==> src/rtl/capture_sequencer_if.sv <==
// AXI-Stream sample input and DMA packet output bundled for capture_sequencer.
// The slave modport is the sequencer's view; the master modport is the environment's view.
interface capture_sequencer_if #(
    parameter int unsigned C_AXIS_TDATA_WIDTH = 192
);
    logic                              s00_axis_tvalid;
    logic [C_AXIS_TDATA_WIDTH-1:0]     s00_axis_tdata;
    logic [C_AXIS_TDATA_WIDTH/8-1:0]   s00_axis_tstrb;
    logic                              s00_axis_tready;
    logic                              m00_axis_tvalid;
    logic [C_AXIS_TDATA_WIDTH-1:0]     m00_axis_tdata;
    logic [C_AXIS_TDATA_WIDTH/8-1:0]   m00_axis_tstrb;
    logic                              m00_axis_tlast;
    logic                              m00_axis_tready;

    modport slave (
        input  s00_axis_tvalid,
        input  s00_axis_tdata,
        input  s00_axis_tstrb,
        output s00_axis_tready,
        output m00_axis_tvalid,
        output m00_axis_tdata,
        output m00_axis_tstrb,
        output m00_axis_tlast,
        input  m00_axis_tready
    );

    modport master (
        output s00_axis_tvalid,
        output s00_axis_tdata,
        output s00_axis_tstrb,
        input  s00_axis_tready,
        input  m00_axis_tvalid,
        input  m00_axis_tdata,
        input  m00_axis_tstrb,
        input  m00_axis_tlast,
        output m00_axis_tready
    );
endinterface

==> src/rtl/capture_sequencer.sv <==
// Trigger-driven capture sequencer: gates a sample stream into fixed-length DMA packets,
// with holdoff, re-arm gap, multi-capture runs and packet-aligned abort.
module capture_sequencer #(
    parameter int unsigned C_AXIS_TDATA_WIDTH = 192,
    parameter int unsigned PACKET_COUNT       = 512,
    parameter int unsigned CNT_WIDTH          = 16
) (
    input  logic                 s00_axis_aclk,
    input  logic                 s00_axis_aresetn,
    capture_sequencer_if.slave   axis,
    input  logic                 trigger,
    input  logic                 arm,
    input  logic                 abort,
    input  logic [CNT_WIDTH-1:0] num_captures,
    input  logic [CNT_WIDTH-1:0] holdoff,
    input  logic [CNT_WIDTH-1:0] rearm_delay,
    output logic                 busy,
    output logic                 done,
    output logic [CNT_WIDTH-1:0] capture_idx,
    output logic [3:0]           debugger
);

    typedef enum logic [2:0] {
        StIdle    = 3'd0,
        StArmed   = 3'd1,
        StHoldoff = 3'd2,
        StStream  = 3'd3,
        StGap     = 3'd4
    } state_e;

    localparam logic [CNT_WIDTH-1:0] LastBeat = CNT_WIDTH'(PACKET_COUNT - 1);
    localparam logic [CNT_WIDTH-1:0] One      = CNT_WIDTH'(1);

    state_e               r_state;
    logic                 r_trig_q;
    logic [CNT_WIDTH-1:0] r_beat_cnt;
    logic [CNT_WIDTH-1:0] r_capture_idx;
    logic [CNT_WIDTH-1:0] r_num_captures;
    logic [CNT_WIDTH-1:0] r_holdoff;
    logic [CNT_WIDTH-1:0] r_rearm_delay;
    logic [CNT_WIDTH-1:0] r_wait_cnt;
    logic                 r_trig_missed;
    logic                 r_abort_pending;
    logic                 r_done;

    state_e               w_state_next;
    logic [CNT_WIDTH-1:0] w_beat_next;
    logic [CNT_WIDTH-1:0] w_idx_next;
    logic [CNT_WIDTH-1:0] w_num_next;
    logic [CNT_WIDTH-1:0] w_holdoff_next;
    logic [CNT_WIDTH-1:0] w_rearm_next;
    logic [CNT_WIDTH-1:0] w_wait_next;
    logic                 w_missed_next;
    logic                 w_pending_next;
    logic                 w_done_next;

    logic                 w_in_stream;
    logic                 w_trig_edge;
    logic                 w_hs;
    logic                 w_last;
    logic [CNT_WIDTH-1:0] w_new_idx;
    logic                 w_run_done;

    assign w_in_stream = (r_state == StStream);
    assign w_trig_edge = trigger & ~r_trig_q;
    assign w_hs        = w_in_stream & axis.s00_axis_tvalid & axis.m00_axis_tready;
    assign w_last      = w_in_stream & (r_beat_cnt == LastBeat);
    assign w_new_idx   = r_capture_idx + One;
    assign w_run_done  = ((r_num_captures != '0) && (w_new_idx == r_num_captures))
                         | abort | r_abort_pending;

    // Outside STREAM the source is drained so stale samples never reach the DMA.
    assign axis.m00_axis_tvalid = w_in_stream & axis.s00_axis_tvalid;
    assign axis.s00_axis_tready = w_in_stream ? axis.m00_axis_tready : 1'b1;
    assign axis.m00_axis_tlast  = w_last;
    assign axis.m00_axis_tdata  = C_AXIS_TDATA_WIDTH'(axis.s00_axis_tdata);
    assign axis.m00_axis_tstrb  = axis.s00_axis_tstrb;

    assign busy        = (r_state != StIdle);
    assign done        = r_done;
    assign capture_idx = r_capture_idx;
    assign debugger    = {r_trig_missed, r_state};

    always_ff @(posedge s00_axis_aclk or negedge s00_axis_aresetn) begin
        if (!s00_axis_aresetn) begin
            r_state         <= StIdle;
            r_trig_q        <= 1'b1;
            r_beat_cnt      <= '0;
            r_capture_idx   <= '0;
            r_num_captures  <= '0;
            r_holdoff       <= '0;
            r_rearm_delay   <= '0;
            r_wait_cnt      <= '0;
            r_trig_missed   <= 1'b0;
            r_abort_pending <= 1'b0;
            r_done          <= 1'b0;
        end else begin
            r_state         <= w_state_next;
            r_trig_q        <= trigger;
            r_beat_cnt      <= w_beat_next;
            r_capture_idx   <= w_idx_next;
            r_num_captures  <= w_num_next;
            r_holdoff       <= w_holdoff_next;
            r_rearm_delay   <= w_rearm_next;
            r_wait_cnt      <= w_wait_next;
            r_trig_missed   <= w_missed_next;
            r_abort_pending <= w_pending_next;
            r_done          <= w_done_next;
        end
    end

    always_comb begin
        w_state_next   = r_state;
        w_beat_next    = r_beat_cnt;
        w_idx_next     = r_capture_idx;
        w_num_next     = r_num_captures;
        w_holdoff_next = r_holdoff;
        w_rearm_next   = r_rearm_delay;
        w_wait_next    = r_wait_cnt;
        w_missed_next  = r_trig_missed;
        w_pending_next = r_abort_pending;
        w_done_next    = 1'b0;

        unique case (r_state)
            StIdle: begin
                if (arm) begin
                    w_num_next     = num_captures;
                    w_holdoff_next = holdoff;
                    w_rearm_next   = rearm_delay;
                    w_idx_next     = '0;
                    w_beat_next    = '0;
                    w_missed_next  = 1'b0;
                    w_pending_next = 1'b0;
                    w_state_next   = StArmed;
                end
            end
            StArmed: begin
                if (abort) begin
                    w_state_next = StIdle;
                    w_done_next  = 1'b1;
                end else if (w_trig_edge) begin
                    if (r_holdoff == '0) begin
                        w_state_next = StStream;
                    end else begin
                        w_wait_next  = r_holdoff;
                        w_state_next = StHoldoff;
                    end
                end
            end
            StHoldoff: begin
                if (w_trig_edge) w_missed_next = 1'b1;
                if (abort) begin
                    w_state_next = StIdle;
                    w_done_next  = 1'b1;
                end else if (r_wait_cnt <= One) begin
                    w_state_next = StStream;
                end else begin
                    w_wait_next = r_wait_cnt - One;
                end
            end
            StStream: begin
                if (w_trig_edge) w_missed_next = 1'b1;
                if (abort) w_pending_next = 1'b1;
                if (w_hs) begin
                    if (w_last) begin
                        w_beat_next = '0;
                        w_idx_next  = w_new_idx;
                        if (w_run_done) begin
                            w_state_next   = StIdle;
                            w_done_next    = 1'b1;
                            w_pending_next = 1'b0;
                        end else if (r_rearm_delay == '0) begin
                            w_state_next = StArmed;
                        end else begin
                            w_wait_next  = r_rearm_delay;
                            w_state_next = StGap;
                        end
                    end else begin
                        w_beat_next = r_beat_cnt + One;
                    end
                end
            end
            StGap: begin
                if (w_trig_edge) w_missed_next = 1'b1;
                if (abort) begin
                    w_state_next = StIdle;
                    w_done_next  = 1'b1;
                end else if (r_wait_cnt <= One) begin
                    w_state_next = StArmed;
                end else begin
                    w_wait_next = r_wait_cnt - One;
                end
            end
            default: w_state_next = StIdle;
        endcase
    end

endmodule
==> src/flat_wrapper.sv <==
// flat-port wrapper written by rule: the top's interface ports become plain ports
module capture_sequencer_flat 
#(
    parameter int unsigned C_AXIS_TDATA_WIDTH = 192,
    parameter int unsigned PACKET_COUNT       = 512,
    parameter int unsigned CNT_WIDTH          = 16
)
  (s00_axis_aclk, s00_axis_aresetn, trigger, arm, abort, num_captures, holdoff, rearm_delay, busy, done, capture_idx, debugger, axis_s00_axis_tvalid, axis_s00_axis_tdata, axis_s00_axis_tstrb, axis_s00_axis_tready, axis_m00_axis_tvalid, axis_m00_axis_tdata, axis_m00_axis_tstrb, axis_m00_axis_tlast, axis_m00_axis_tready);
  capture_sequencer_if #(.C_AXIS_TDATA_WIDTH(C_AXIS_TDATA_WIDTH)) axis_i ();
  input  logic s00_axis_aclk;
  input  logic s00_axis_aresetn;
  input  logic trigger;
  input  logic arm;
  input  logic abort;
  input  logic [CNT_WIDTH-1:0] num_captures;
  input  logic [CNT_WIDTH-1:0] holdoff;
  input  logic [CNT_WIDTH-1:0] rearm_delay;
  output logic busy;
  output logic done;
  output logic [CNT_WIDTH-1:0] capture_idx;
  output logic [3:0] debugger;
  input wire logic [$bits(axis_i.s00_axis_tvalid)-1:0] axis_s00_axis_tvalid;
  input wire logic [$bits(axis_i.s00_axis_tdata)-1:0] axis_s00_axis_tdata;
  input wire logic [$bits(axis_i.s00_axis_tstrb)-1:0] axis_s00_axis_tstrb;
  output wire logic [$bits(axis_i.s00_axis_tready)-1:0] axis_s00_axis_tready;
  output wire logic [$bits(axis_i.m00_axis_tvalid)-1:0] axis_m00_axis_tvalid;
  output wire logic [$bits(axis_i.m00_axis_tdata)-1:0] axis_m00_axis_tdata;
  output wire logic [$bits(axis_i.m00_axis_tstrb)-1:0] axis_m00_axis_tstrb;
  output wire logic [$bits(axis_i.m00_axis_tlast)-1:0] axis_m00_axis_tlast;
  input wire logic [$bits(axis_i.m00_axis_tready)-1:0] axis_m00_axis_tready;
  assign axis_i.s00_axis_tvalid = axis_s00_axis_tvalid;
  assign axis_i.s00_axis_tdata = axis_s00_axis_tdata;
  assign axis_i.s00_axis_tstrb = axis_s00_axis_tstrb;
  assign axis_s00_axis_tready = axis_i.s00_axis_tready;
  assign axis_m00_axis_tvalid = axis_i.m00_axis_tvalid;
  assign axis_m00_axis_tdata = axis_i.m00_axis_tdata;
  assign axis_m00_axis_tstrb = axis_i.m00_axis_tstrb;
  assign axis_m00_axis_tlast = axis_i.m00_axis_tlast;
  assign axis_i.m00_axis_tready = axis_m00_axis_tready;
  capture_sequencer #(.C_AXIS_TDATA_WIDTH(C_AXIS_TDATA_WIDTH), .PACKET_COUNT(PACKET_COUNT), .CNT_WIDTH(CNT_WIDTH)) u_core (.s00_axis_aclk(s00_axis_aclk), .s00_axis_aresetn(s00_axis_aresetn), .axis(axis_i), .trigger(trigger), .arm(arm), .abort(abort), .num_captures(num_captures), .holdoff(holdoff), .rearm_delay(rearm_delay), .busy(busy), .done(done), .capture_idx(capture_idx), .debugger(debugger));
endmodule
==> config.mk <==
export PLATFORM = sky130hd
export DESIGN_NAME = capture_sequencer_flat
export DESIGN_NICKNAME = d
export VERILOG_FILES = /design/src/rtl/capture_sequencer_if.sv /design/src/rtl/capture_sequencer.sv /design/src/flat_wrapper.sv
export SDC_FILE = /design/constraint.sdc
export NUM_CORES = 1
export LEC_CHECK = 0
export BUFFER_PORTS_ARGS = -buffer_cell sky130_fd_sc_hd__buf_4
export CAP_MARGIN = 5
export CORE_AREA = 2 2 200 202
export DETAILED_ROUTE_END_ITERATION = 7
export DIE_AREA = 0 0 202 204
export PLACE_DENSITY = 0.5
export SLEW_MARGIN = 10
export SYNTH_ARGS = -nofsm -noshare
export SYNTH_HDL_FRONTEND = slang
export SYNTH_SLANG_ARGS = --single-unit
==> constraint.sdc <==
create_clock -name s00_axis_aclk -period 6.83 [get_ports s00_axis_aclk]
set_input_delay 0.683 -clock s00_axis_aclk [delete_from_list [all_inputs] [get_ports s00_axis_aclk]]
set_output_delay 0.683 -clock s00_axis_aclk [all_outputs]
set_load 0.02 [all_outputs]
Yosys cells after proc, flatten, opt, wreduce, memory -nomap -nowiden
Index checks and enable logic that the tools add are counted.
{ "totals": {"regBits": 103, "input_bits": 271, "out_inout_bits": 241, "word_cells": 105} }
{ "classes": {"addsub": 3, "n_lt_le_gt_ge": 1, "eq_ne": 20, "n_mux": 44, "n_bitwise": 7, "n_reduce_logical": 19} }
{ "op_table": {"columns": ["operator", "n"], "rows": [
  ["$mux 16", 14],
  ["$pmux 16 s2", 2],
  ["$pmux 16 s3", 1],
  ["$mux 3", 11],
  ["$add 16x1->16 const B", 2],
  ["$logic_not 16->1", 2],
  ["$ne 2x2->1 const B", 9],
  ["$eq 16x16->1", 1],
  ["$eq 16x9->1 const B", 1],
  ["$le 16x1->1 const B", 1],
  ["$reduce_bool 16->1", 1],
  ["$sub 16x1->16 const B", 1],
  ["$pmux 3 s5", 1],
  ["$mux 1", 12],
  ["$reduce_and 10->1", 1],
  ["$ne 3x2->1 const B", 3],
  ["$eq 3x2->1 const B", 2],
  ["$pmux 1 s2", 3],
  ["$reduce_and 3->1", 2],
  ["$reduce_and 6->1", 1],
  ["$reduce_bool 3->1", 2],
  ["$reduce_or 3->1", 2],
  ["$and 1x1->1", 4],
  ["$ne 2x1->1 const B", 2],
  ["10 further kinds", 13]
]} }

Longest topological paths before layout
{ "logic_depth": {"word_depth": 9, "mapped_depth": 12, "mapped_depth_nobuf": 9} }

Least setup slack after synthesis
Ideal clock, no wire load.
{ "synth_path": {"path_type": "reg2reg", "from": "register u_core.r_capture_idx[0], in the netlist u_core.capture_idx[0]", "to": "register u_core.r_wait_cnt[10]", "setup_time_ps": 125, "arrival_time_ps": 2477, "required_ps": 6705, "setup_slack_ps": 4228, "path_stages_with_launch": 11, "n_path_buf": 1, "period_less_slack_ps": 2602, "cell_sequence": "dfrtp_1 ha_1 and3_1 and3_1 xnor2_1 a211oi_1 nand4_1 o21ai_2 o31a_1 buf_6 mux2_4"} }
{ "synth_between": {"elab_chain_len": 7} }
{ "synth_lines": {"columns": ["element", "line", "rtl"], "rows": [
  ["from (decl)", "capture_sequencer.sv:37", "logic [CNT_WIDTH-1:0] r_capture_idx;"],
  ["from (signal assigned)", "capture_sequencer.sv:101", "r_capture_idx <= w_idx_next;"],
  ["$add 16x1->16", "capture_sequencer.sv:68", "assign w_new_idx = r_capture_idx + One;"],
  ["$eq 16x16->1", "capture_sequencer.sv:69", "assign w_run_done = ((r_num_captures != '0) && (w_new_idx == r_num_captures))"],
  ["$logic_and 1x1->1", "capture_sequencer.sv:69", null],
  ["$or 1x1->1 (2 in series)", "capture_sequencer.sv:70", "| abort | r_abort_pending;"],
  ["$ne 2x2->1 (no line)", null, null],
  ["$reduce_and 10->1 (no line)", null, null],
  ["to (signal assigned)", "capture_sequencer.sv:105", "r_wait_cnt <= w_wait_next;"],
  ["to (decl)", "capture_sequencer.sv:41", "logic [CNT_WIDTH-1:0] r_wait_cnt;"]
]} }
Every way passes these cells.
A chain may end at the register's enable or synchronous reset.

Final worst setup path
{ "layout_path": {"from": "register u_core.r_state[1]", "to": "register u_core.r_wait_cnt[3]"} }
{ "layout_between": {"elab_chain_len": 5} }
{ "layout_lines": {"columns": ["element", "line", "rtl"], "rows": [
  ["from (decl)", "capture_sequencer.sv:34", "state_e r_state;"],
  ["from (signal assigned)", "capture_sequencer.sv:86", "r_state <= StIdle;"],
  ["from (signal assigned)", "capture_sequencer.sv:98", "r_state <= w_state_next;"],
  ["$eq 3x2->1", "capture_sequencer.sv:64, capture_sequencer.sv:124", null],
  ["$and 1x1->1 (2 in series)", "capture_sequencer.sv:66", "assign w_hs = w_in_stream & axis.s00_axis_tvalid & axis.m00_axis_tready;"],
  ["$ne 2x2->1 (no line)", null, null],
  ["$reduce_and 10->1 (no line)", null, null]
]} }
Several ways; a longest one is shown, not always the timed one.

==> results.json <==
{
  "worstPathRequired_ns": 7.07,
  "initial_utilization_pct": 18.72,
  "die_x_um": 202,
  "async_flop_share_pct": 100.0,
  "syn_nets": 1172,
  "clk_pin_slew_worst_paths_ns": 0.08,
  "stdcell_count": 1263,
  "drtIter0Drc": 392,
  "final_antenna_net_count": 0,
  "htree_levels": 3,
  "dpl.hpwl_um": 15210,
  "netlist_area_sq_um": 7336,
  "fin_crit_sh_pct": 56.74,
  "hold_violations": 0,
  "finalSetupViolations": 0,
  "yosys.area.top_type_share_pct": 34.79,
  "endpoint_kind": "flop",
  "rr_endpoint": "u_core.r_wait_cnt[3]",
  "grtUsageTotal_pct": 9.785,
  "rr_worst_depth": 6,
  "avgRoutedWirePerCell_um": 16.01,
  "drv_slew": 0,
  "min_period_ns": 3.875,
  "grt_use_met1_pct": 12.04,
  "ys_ff_latch": 103,
  "synth-edff-count": 0,
  "rows": 73,
  "pwr-share-clk_pct": 21.2,
  "globalRouteMet2Util_pct": 15.01,
  "drc": 0,
  "syn-instance-count": 897,
  "relSlewSlack_pct": 17.00,
  "clkLatencyLatePin_ns": 0.36,
  "cp_data_arrival_time_ns": 4.11,
  "setup_tns_ns": 0,
  "multi_input_area_sq_um": 2919,
  "regToRegStartpoint": "u_core.r_state[1]",
  "skew_ns": 0.008607,
  "path_max_fanout": 28,
  "grt_pass1_vias": 5235,
  "antenna_found_initial": 1,
  "seq_power_share_pct": 40.0,
  "yosysSeqAreaShare_pct": 35.15,
  "outcome": "completed",
  "rsz0062_at_grt": "no",
  "dieArea_sq_um": 41210,
  "n_fill_cell": 4401,
  "core_sq_um": 39180,
  "clockRootBuffer": "clkbuf_16",
  "max-cap-violations": 0,
  "post-place-cells": 1246,
  "register_area_sq_um": 2579,
  "fin_util_pct": 18.16,
  "tightest_slew_ns": 1.240,
  "rrSetupSlack_ns": 2.95,
  "intPower_mw": 1.517,
  "grt_busiest_layer": "met2",
  "synth_ff_type": "dfrtp_1",
  "num_vias": 5340,
  "mostFrequentLayoutCells": "nand2_1 (186), dfrtp_1 (102), buf_4 (81), o21ai_0 (52), nor2_1 (45)",
  "final_nets": 1007,
  "combPwrFrac_pct": 38.8,
  "synth_area_leaders": "dfrtp_1 (35%), buf_4 (22%), nand2_1 (9.6%), o21ai_0 (3.5%), xnor2_1 (2.4%)",
  "io_buffers": 79,
  "cts_made_buffers": 9,
  "firstDrtPassIters": 6,
  "cp-start-kind": "flop",
  "overflow": 0,
  "io_pins": 512,
  "drive_above_1_share_pct": 15.74,
  "gr-usage-met3_pct": 3.428,
  "yosysTopAreaCell": "dfrtp_1",
  "dieHeight_um": 204,
  "holdBufCountCts": 0,
  "grt_pass1_wl_um": 31330,
  "finalWirelength_um": 20230,
  "leakage_nw": 3.151,
  "avgSynthCellArea_sq_um": 8.178,
  "clk_path_buf_depth": 2,
  "p_sw_mw": 1.101,
  "cts_resized": 0,
  "hp-class": "input port to asynchronous set/reset pin",
  "swShare_pct": 42.06,
  "max_freq_ghz": 0.2581,
  "final_common_cell": "nand2_1",
  "area_growth_pct": -3.002,
  "post_cts_buffers": 0,
  "cts.sinks": 103,
  "yosysUniqueCellTypes": 58,
  "critPathKind": "flop to flop",
  "gp_congestion": 0.8090,
  "ir_drop_uv": 145.1,
  "cts_tree": "built",
  "yosys_warnings": 0,
  "powerDensity_nw_per_um2": 368.0,
  "grt_max_degree": 75,
  "viasPerCell": 4.228
}
## per-stage QoR
step | cell area (sq um) | total power [mW] | setup slack [ns] | hold slack [ns]
floorplan | 7336 | 1.936 | 4.228 | 0.3874
global placement | 6795 | 2.067 | 3.200 | 0.4780
detailed placement | 6795 | 2.078 | 3.043 | 0.4848
CTS | 7108 | 2.644 | 3.018 | 0.2514
global route | 7116 | 2.838 | 2.732 | 0.2623
finish | 7116 | 2.619 | 2.955 | 0.2496
## worst max path at each step
| stage | from | end | slack (ns) | depth (start not counted) |
|---|---|---|---|---|
| global placement | u_core.r_state[1] | u_core.r_wait_cnt[6] | 3.20 | 6 |
| CTS | u_core.r_state[1] | u_core.r_wait_cnt[10] | 3.02 | 6 |
| global route | u_core.r_state[1] | u_core.r_wait_cnt[2] | 2.73 | 6 |
| finish | u_core.r_state[1] | u_core.r_wait_cnt[3] | 2.95 | 6 |
| detailed placement | u_core.r_state[1] | u_core.r_wait_cnt[2] | 3.04 | 6 |
| floorplan | u_core.capture_idx[0] | u_core.r_wait_cnt[10] | 4.23 | 10 |
## synth_stat cells (3+ instances only)
| master | count |
|---|---|
| nand2_1 | 187 |
| or2_2 | 3 |
| and4_1 | 6 |
| a222oi_1 | 6 |
| nor3_1 | 16 |
| xor2_1 | 12 |
| or4_1 | 3 |
| nand4_1 | 9 |
| or3_1 | 5 |
| buf_2 | 9 |
| a21o_1 | 3 |
| a21oi_1 | 21 |
| nor4_1 | 20 |
| a221o_1 | 3 |
| nand2b_1 | 11 |
| o31ai_1 | 10 |
| and3_1 | 14 |
| ha_1 | 4 |
| mux2_4 | 4 |
| nand3b_1 | 3 |
| clkbuf_1 | 26 |
| buf_4 | 218 |
| a221oi_1 | 5 |
| inv_1 | 10 |
| and2_1 | 3 |
| nand3_1 | 18 |
| nor2_1 | 45 |
| o21ai_0 | 52 |
| xnor2_1 | 20 |
| o22ai_1 | 12 |
| dfrtp_1 | 102 |
## worst max-delay path, cell delays in order (launching register included)
cell,delay (ns)
dfrtp_1,0.53
and3b_1,0.58
nor2_1,1.09
o22a_1,0.30
or2_2,0.20
o31a_1,0.70
mux2_4,0.35
## flip-flops by register name, indices dropped and copies added (netlist names)
register,count
u_core.r_rearm_delay,16
u_core.r_state,3
u_core.capture_idx,16
u_core.r_holdoff,16
u_core.r_beat_cnt,16
u_core.r_num_captures,16
u_core.r_trig_missed,1
u_core.r_trig_q,1
u_core.done,1
u_core.r_abort_pending,1
u_core.r_wait_cnt,16
## per-layer routing
| metal | part of all wire (%) | vias to the layer above |
|---|---|---|
| met1 | 42 | 2549 |
| met4 | 3.4 | 0 |
| met2 | 46 | 224 |
| met3 | 8.4 | 79 |
| li1 | - | 2488 |
| met5 | 0 | - |
## cell type report
class	instances	share of cell area, %
Tap cell	525	9.232
Clock buffer	10	3.359
Timing Repair Buffer	81	8.546
Antenna cell	1	0.03517
Sequential cell	103	36.24
Clock inverter	6	1.037
Inverter	10	0.5275
Multi-Input combinational cell	527	41.02
## power groups by stage
stage / registers, mW / logic [mW] / clock network, mW
global route: 1.08 / 1.16 / 0.602
finish: 1.05 / 1.02 / 0.554
floorplan: 0.963 / 0.973 / 0
CTS: 1.04 / 1.03 / 0.573
detailed placement: 1.05 / 1.03 / 0
global placement: 1.05 / 1.01 / 0
## cells by family after synthesis
kind of cell / synth area share (%)
buffers and inverters: 25.17
and+or+nand+nor: 22.99
AOI/OAI and AO/OA: 10.66
DFF: 35.15
muxes: 1.245
adders and majority gates: 0.9552
xor gates and xnor gates: 3.821
Power figures use the tool's default switching activity.
